<file path="config.mk">
export PLATFORM = sky130hd
export DESIGN_NAME = addsub_chunk_seq
export DESIGN_NICKNAME = d
export VERILOG_FILES = /design/src/rtl/addsub_chunk_seq.sv
export SDC_FILE = /design/constraint.sdc
export NUM_CORES = 1
export LEC_CHECK = 0
export ABC_CLOCK_PERIOD_IN_PS = 6300
export BUFFER_PORTS_ARGS = -buffer_cell sky130_fd_sc_hd__buf_4
export CAP_MARGIN = 30
export CORE_MARGIN = 2
export CORE_UTILIZATION = 60
export DETAILED_ROUTE_END_ITERATION = 6
export PLACE_DENSITY = 0.85
export SYNTH_ARGS = -nofsm -noshare
export SYNTH_HDL_FRONTEND = slang
export SYNTH_SLANG_ARGS = --single-unit
</file>
<file path="constraint.sdc">
create_clock -name clk -period 6.3 [get_ports clk]
set_input_delay 1.26 -clock clk [delete_from_list [all_inputs] [get_ports clk]]
set_output_delay 1.26 -clock clk [all_outputs]
set_load 0.01 [all_outputs]
</file>
<file path="src/rtl/addsub_chunk_seq.sv">
// Sequential adder/subtractor: adds CHUNK bits per cycle, WIDTH/CHUNK cycles per result.
// Define ADDSUB_CHUNK_SAT_EN to clamp overflowing results to the signed limit.
module addsub_chunk_seq #(
    parameter int WIDTH = 16,
    parameter int CHUNK = 4
) (
    input  logic             clk,
    input  logic             rst_n,
    input  logic             in_valid,
    output logic             in_ready,
    input  logic [WIDTH-1:0] a,
    input  logic [WIDTH-1:0] b,
    input  logic             c_in,
    input  logic             sel,
    output logic             out_valid,
    input  logic             out_ready,
    output logic [WIDTH-1:0] sum,
    output logic             c_out,
    output logic             over_flow,
    output logic             zero
);

    localparam int N  = WIDTH / CHUNK;
    localparam int IW = (N > 1) ? $clog2(N) : 1;
    localparam logic [IW-1:0] LAST = IW'(N - 1);

    typedef enum logic [1:0] {IDLE, RUN, DONE} state_t;

    state_t           r_state;
    logic [WIDTH-1:0] r_a;
    logic [WIDTH-1:0] r_b;
    logic [WIDTH-1:0] r_acc;
    logic             r_sel;
    logic             r_carry;
    logic [IW-1:0]    r_idx;
    logic [WIDTH-1:0] r_sum;
    logic             r_c_out;
    logic             r_ovf;
    logic             r_zero;
    logic             r_in_ready;
    logic             r_out_valid;

    logic [31:0]      w_base;
    logic [CHUNK-1:0] w_ca;
    logic [CHUNK-1:0] w_cb;
    logic [CHUNK:0]   w_cs;
    logic             w_msb_cin;
    logic             w_ovf;
    logic [WIDTH-1:0] w_full;
    logic [WIDTH-1:0] w_final;

    assign w_base = 32'(r_idx) * CHUNK;
    assign w_ca   = r_a[w_base +: CHUNK];
    assign w_cb   = r_b[w_base +: CHUNK];
    assign w_cs   = {1'b0, w_ca} + {1'b0, w_cb} + {{CHUNK{1'b0}}, r_carry};

    // Carry into a bit is recovered from its operand and sum bits; only used on the last chunk.
    assign w_msb_cin = w_ca[CHUNK-1] ^ w_cb[CHUNK-1] ^ w_cs[CHUNK-1];
    assign w_ovf     = w_msb_cin ^ w_cs[CHUNK];

    always_comb begin
        w_full = r_acc;
        w_full[w_base +: CHUNK] = w_cs[CHUNK-1:0];
    end

`ifdef ADDSUB_CHUNK_SAT_EN
    always_comb begin
        w_final = w_full;
        if (w_ovf) begin
            w_final = r_a[WIDTH-1] ? {1'b1, {(WIDTH-1){1'b0}}} : {1'b0, {(WIDTH-1){1'b1}}};
        end
    end
`else
    assign w_final = w_full;
`endif

    always_ff @(posedge clk) begin
        if (!rst_n) begin
            r_state     <= IDLE;
            r_a         <= '0;
            r_b         <= '0;
            r_acc       <= '0;
            r_sel       <= 1'b0;
            r_carry     <= 1'b0;
            r_idx       <= '0;
            r_sum       <= '0;
            r_c_out     <= 1'b0;
            r_ovf       <= 1'b0;
            r_zero      <= 1'b0;
            r_in_ready  <= 1'b1;
            r_out_valid <= 1'b0;
        end else begin
            case (r_state)
                IDLE: begin
                    if (in_valid) begin
                        r_a        <= a;
                        r_b        <= b ^ {WIDTH{sel}};
                        r_carry    <= c_in;
                        r_sel      <= sel;
                        r_idx      <= '0;
                        r_acc      <= '0;
                        r_in_ready <= 1'b0;
                        r_state    <= RUN;
                    end
                end
                RUN: begin
                    r_acc   <= w_full;
                    r_carry <= w_cs[CHUNK];
                    r_idx   <= r_idx + 1'b1;
                    if (r_idx == LAST) begin
                        r_sum       <= w_final;
                        r_c_out     <= w_cs[CHUNK] ^ r_sel;
                        r_ovf       <= w_ovf;
                        r_zero      <= (w_final == '0);
                        r_out_valid <= 1'b1;
                        r_state     <= DONE;
                    end
                end
                DONE: begin
                    // New operands are only taken on a later cycle, back in IDLE.
                    if (out_ready) begin
                        r_out_valid <= 1'b0;
                        r_zero      <= 1'b0;
                        r_in_ready  <= 1'b1;
                        r_state     <= IDLE;
                    end
                end
                default: r_state <= IDLE;
            endcase
        end
    end

    assign in_ready  = r_in_ready;
    assign out_valid = r_out_valid;
    assign sum       = r_sum;
    assign c_out     = r_c_out;
    assign over_flow = r_ovf;
    assign zero      = r_zero;

endmodule

</file>
==> reports/results.tsv, run 1 <==
stage	metric	value	unit
placement	gp_congestion	0.945	
placement	port_buffers	58	
worst_setup_path	critPathLaunch	r_idx[0]	
synth	ys_top_cells_by_area	dfxtp_1 (41%), nor2_1 (5.7%), nand2_1 (5.2%)	
detailed_routing	dr.pass1.iters	4	
detailed_routing	num_vias	3109	
timing	slew_headroom	36.6	%
grt	grt_pass1_vias	2919	
synth	ys.flop_type	dfxtp_1	
cts	cts_buffers	9	
floorplan	io_pins	59	
floorplan	rows	28	
worst_setup_path	r2r_slack	3.17	ns
synth	synth_area_per_cell	8.63	µm²
synth	synth.most_common_cell	dfxtp_1	
cts	clk_pin_slew	0.08	ns
timing	skew	0.00672	ns
worst_setup_path	rr_worst_depth	10	
detailed_routing	viasPerCell	5.68	
synth	syn-num-nets	475	
final_layout	antenna_cells	0	
floorplan	core	5920	µm²
timing	final.setup.worst_slack	3.17	ns
timing	period_share	49.7	%
worst_setup_path	worstPathMaxFanout	16	
detailed_routing	drtAntennaViolNets	0	
final_layout	fin_nets	516	
timing	rsz0062_at_grt	no	
timing	final_hold_viol_count	0	
timing	finalSetupTns	0	ns
worst_setup_path	path_class	flop to flop	
synth	synth-async-reset-ratio	0	%
grt	grt_pass1_wl	13500	µm
worst_setup_path	critPathArrivalTime	3.39	ns
cts	cts_resized	0	
synth	synth_cell_types	58	
synth	ys_seq_area_share	40.8	%
cts	cts_hold_buf	0	
detailed_routing	drt-total-wl	8120	µm
synth	yosysWarnings	0	
power_and_ir_drop	ir_drop	0.000291	V
timing	worst_pin_slew	0.951	ns
cts	cts_buffer_depth	2	
cts	root_buffer	clkbuf_8	
synth	synth_top_cell_by_area	dfxtp_1	
cts	cts_tree	built	
power_and_ir_drop	power	1.10	mW
grt	grt_antenna_before_repair	0	
worst_setup_path	r2r_start	r_idx[0]	
cts	clock-sinks	75	
power_and_ir_drop	p_leak	1.69	nW
placement	dp_slack	2.79	ns
power_and_ir_drop	power_density	252	nW/µm²
floorplan	die_y	82.3	µm
run	maxCapViolations	0	
worst_setup_path	setup.worst_path.start_class	flop	
synth	synth_cells	426	
cts	clkLatencyLatePin	0.36	ns
floorplan	die_w	82.3	µm
final_layout	synthToLayoutAreaGrowth	18.7	%
worst_setup_path	critPathRequiredTime	6.56	ns
worst_setup_path	endpoint	zero	
cts	h-tree-depth	3	
worst_setup_path	r2r_end	zero	
status	status	finished, final reports clean	
synth	synth_seq_cells	75	
grt	grt_overflow_total	0	
timing	final_max_slew_viol_count	0	
min_path	min_path_type	flop to flop	
timing	final-setup-viol-count	0	
grt	groute.usage.overall	26.7	%
cts	cts_setup_buffers	0	
synth	synthTopCellsByCount	dfxtp_1 (75), nor2_1 (56), nand2_1 (51), a21oi_1 (35), a211oi_1 (21)	
detailed_routing	drc_errors	0	
grt	grt_max_degree	38	
synth	synth_top_area_share	40.8	%
floorplan	initial_core_util	62.1	%
placement	place_hpwl	5810	µm
detailed_routing	wl_per_cell	14.8	µm
timing	fmaxAchievable	320	MHz
synth	synth-edff-count	0	
timing	hold_slack	0.457	ns
timing	period_needed	3.13	ns
floorplan	die_area	6770	µm²
final_layout	drive_gt1_share	21.6	%
worst_setup_path	end_kind	flop	
detailed_routing	drtIter0Drc	234	
synth	syn-cell-area	3680	µm²
## through the flow
| stage | instances | instance area, µm² | util [%] |
|---|---|---|---|
| final | 547 | 4370 | 73.7 |
| after global routing | 547 | 4370 | 73.7 |
| after CTS | 546 | 4340 | 73.3 |
| after detailed placement | 530 | 4120 | 69.6 |
| after global placement | 527 | 4050 | 68.3 |
| after floorplan | 426 | 3680 | - |
## sequential cells by signal, indices dropped and copies added, names as in the netlist
register and flops:
r_a 16, r_carry 1, r_acc 16, c_out 1, r_sel 1, in_ready 1
r_b 16, sum 16, out_valid 1, r_state 2, zero 1, over_flow 1
r_idx 2
## critical path: stages, from the launching register on
cell and delay, ns:
dfxtp_1 0.52, buf_16 0.20, mux4_2 0.52, fa_1 0.44, inv_1 0.09, fa_1 0.48, nor2_1 0.22, nand4_1 0.11
o21ai_0 0.15, nor4_1 0.10, a31o_1 0.18
## power by group
| part | switching [mW] | total, mW | internal [mW] |
|---|---|---|---|
| Combinational | 0.103 | 0.186 | 0.0833 |
| Clock | 0.182 | 0.405 | 0.224 |
| Sequential | 0.0141 | 0.508 | 0.494 |
## how the worst min path moves through the flow
stage | startpoint | depth (start not counted) | endpoint | slack [ns]
after CTS | c_out | 2 | c_out | 0.46
after floorplan | r_a[10] | 2 | r_a[10] | 0.43
after detailed placement | c_out | 2 | c_out | 0.45
after global placement | r_a[14] | 2 | r_a[14] | 0.44
after global routing | r_a[1] | 2 | r_a[1] | 0.48
final | c_out | 2 | c_out | 0.46
## kinds of logic after synthesis
group / count (synthesis) / share of synthesized area [%]
simple gates: 159 / 20.3
xor+xnor: 20 / 4.97
mux: 9 / 5.17
compound gates: 104 / 18.4
fa+ha+maj: 11 / 4.15
buf+inv: 48 / 6.16
flops: 75 / 40.8
## area by class of cell
class	instances	area, µm²
Tap cell	75	93.8
Multi-Input combinational cell	303	1950
Inverter	16	60.1
Sequential cell	75	1500
Timing Repair Buffer	62	538
Fill cell	460	1560
Clock inverter	6	90.1
Clock buffer	10	128
## layout by cell type, fill, tap and decap left out, types with 9 or more instances in the layout
| cell | count |
|---|---|
| buf_4 | 58 |
| inv_1 | 13 |
| clkbuf_8 | 9 |
| ha_1 | 9 |
| nand3_1 | 12 |
| o21ai_0 | 12 |
| a211oi_1 | 21 |
| nor2_1 | 56 |
| dfxtp_1 | 75 |
| a21oi_1 | 35 |
| nand2_1 | 51 |
| xnor2_1 | 17 |
## per-layer routing
layer / up-vias / share of wire [%] / GRT usage, %
met1: 1436 / 41 / 30.3
met4: 0 / 2.4 / 10.2
met5: - / 0 / 0
met3: 17 / 5.1 / 7.72
li1: 1571 / - / -
met2: 85 / 52 / 47.0
No activity file was read; power rests on OpenSTA's default activity.
==> inputs of run 2 (changes only) <==
Settings changed: ABC_CLOCK_PERIOD_IN_PS 6300 to 2800, CORE_UTILIZATION 60 to 51, PLACE_DENSITY 0.85 to 0.77.
Clock period 6.3 ns to 2.8 ns, I/O delays scaled along.
==> reports/results.tsv, run 2 (synthesis gave the netlist of run 1 again) <==
stage	metric	value	unit	change
status	status	finished, final reports clean		
final_layout	final_cell_mix	dfxtp_1 (74), buf_4 (66), nor2_1 (55)		
detailed_routing	viasPerCell	5.54		-2.5%
worst_setup_path	critPathSlowestCell	mux4_2		
timing	slew_headroom	38.3	%	+1.7 points
timing	final-setup-viol-count	0		unchanged
cts	cts_resized	0		unchanged
grt	grt_pass1_vias	3097		+6.1%
detailed_routing	num_vias	3176		+2.2%
worst_setup_path	critPathArrivalTime	2.91	ns	-0.48 ns
worst_setup_path	path_cells	mux4_2 -> fa_1 -> inv_1 -> fa_2 -> xnor2_1 -> nand2_1 -> a22oi_1 -> a211oi_1 -> a31o_1		
timing	final_max_slew_viol_count	0		unchanged
detailed_routing	drt-total-wl	8480	µm	+4.4%
final_layout	nFillCells	638		+39%
power_and_ir_drop	power_density	529	nW/µm²	+110%
grt	grt_overflow_total	0		unchanged
placement	port_buffers	58		unchanged
power_and_ir_drop	p_leak	1.68	nW	-0.54%
final_layout	antenna_cells	0		unchanged
timing	period_share	95.4	%	+46 points
detailed_routing	wl_per_cell	14.8	µm	-0.29%
floorplan	die_w	88.9	µm	+8.1%
cts	cts_hold_buf	0		unchanged
timing	period_needed	2.67	ns	-0.457 ns
grt	groute.usage.overall	23.1	%	-3.6 points
worst_setup_path	worstPathMaxFanout	4		-12
timing	fmaxAchievable	374	MHz	+17%
cts	h-tree-depth	3		unchanged
floorplan	die_area	7910	µm²	+17%
worst_setup_path	path_delay_family	adder cells		
placement	gp_congestion	0.933		-1.2%
timing	skew	0.00404	ns	-0.00268 ns
floorplan	io_pins	59		unchanged
power_and_ir_drop	ir_drop	0.000347	V	+19%
final_layout	layout_commonest_cell	dfxtp_1		
timing	final_hold_viol_count	0		unchanged
floorplan	initial_core_util	53.5	%	-8.6 points
grt	grt_max_degree	36		-5.3%
timing	worst_pin_slew	0.926	ns	-0.0252 ns
detailed_routing	drtIter0Drc	204		-13%
detailed_routing	dr.pass1.iters	4		unchanged
floorplan	core	6870	µm²	+16%
cts	cts_setup_buffers	0		unchanged
cts	cts_tree	built		
grt	grt_pass1_wl	13900	µm	+3.0%
final_layout	multi_input_area	1970	µm²	+0.70%
final_layout	finish.utilization	63.2	%	-11 points
detailed_routing	drc_errors	0		unchanged
worst_setup_path	cp_num_buf_inv	1		-1
grt	grt_antenna_before_repair	0		unchanged
floorplan	rows	30		+7.1%
run	maxCapViolations	0		unchanged
worst_setup_path	path_class	flop to flop		
final_layout	drive_gt1_share	22.9	%	+1.2 points
cts	clk_pin_slew	0.07	ns	about the same
worst_setup_path	end_kind	flop		
final_layout	fin_nets	521		+0.97%
cts	clock-sinks	75		unchanged
worst_setup_path	critPathRequiredTime	3.04	ns	-3.52 ns
cts	root_buffer	clkbuf_8		
min_path	min_path_type	input port to flop		
cts	clkLatencyLatePin	0.34	ns	-0.02 ns
worst_setup_path	critical-path-max-stage-delay	0.52	ns	about the same
cts	cts_buffer_depth	2		unchanged
worst_setup_path	setup.worst_path.start_class	flop		
timing	finalSetupTns	0	ns	unchanged
final_layout	layout.area.seq	1500	µm²	about the same
floorplan	die_y	88.9	µm	+8.1%
final_layout	synthToLayoutAreaGrowth	18.0	%	
cts	cts_buffers	9		unchanged
detailed_routing	drtAntennaViolNets	0		unchanged
timing	rsz0062_at_grt	no		
placement	place_hpwl	6170	µm	+6.3%
run 2: through the flow:
step	instances	worst slack [ns]	cell area, µm²	hold slack (ns)	power, mW
after floorplan	426	0.0106	3700	0.433	1.46
after global placement	557	0.179	4160	0.443	1.56
after detailed placement	557	0.126	4160	0.454	1.58
after CTS	573	0.0896	4330	0.441	2.30
after global routing	573	0.0194	4340	0.447	2.40
final	573	0.128	4340	0.455	2.30
run 2: path summary, 6_finish.rpt:
check            from  endpoint  slack (ns)  cells past startpoint
max          r_idx[0]      zero        0.13                      9
min              a[6]    r_a[6]        0.45                      3
max reg2reg  r_idx[0]      zero        0.13                      9
min reg2reg   r_a[12]   r_a[12]        0.46                      2
run 2: layout make-up:
class | instances | area share, %
multi-input combinational | 303 | 45.4
tap | 96 | 2.77
inverter | 16 | 1.38
timing repair buffer | 67 | 11.9
clock inverter | 2 | 0.231
sequential | 75 | 34.6
clock buffer | 14 | 3.75
run 2: power by group:
group / switching [mW] / internal [mW]
registers: 0.0315 / 1.11
clock network: 0.366 / 0.369
logic: 0.238 / 0.178
run 2: per-layer routing:
layer / wire length (µm) / up-vias / share of wire, % / GRT usage [%]
met5: 0 / - / 0 / 0
met4: 295 / 0 / 3.5 / 13.5
met3: 416 / 27 / 4.9 / 4.99
met2: 4200 / 106 / 50 / 39.8
met1: 3570 / 1461 / 42 / 26.3
li1: - / 1582 / - / -
run 2: worst register-to-register path, delay by kind of cell, from the launching register on:
family          cells  cell delay [ns]
compound gates      3             0.52
simple gates        1             0.14
mux                 1             0.52
flops               1             0.38
buf+inv             1             0.11
fa+ha+maj           2             0.67
xor+xnor            1             0.24
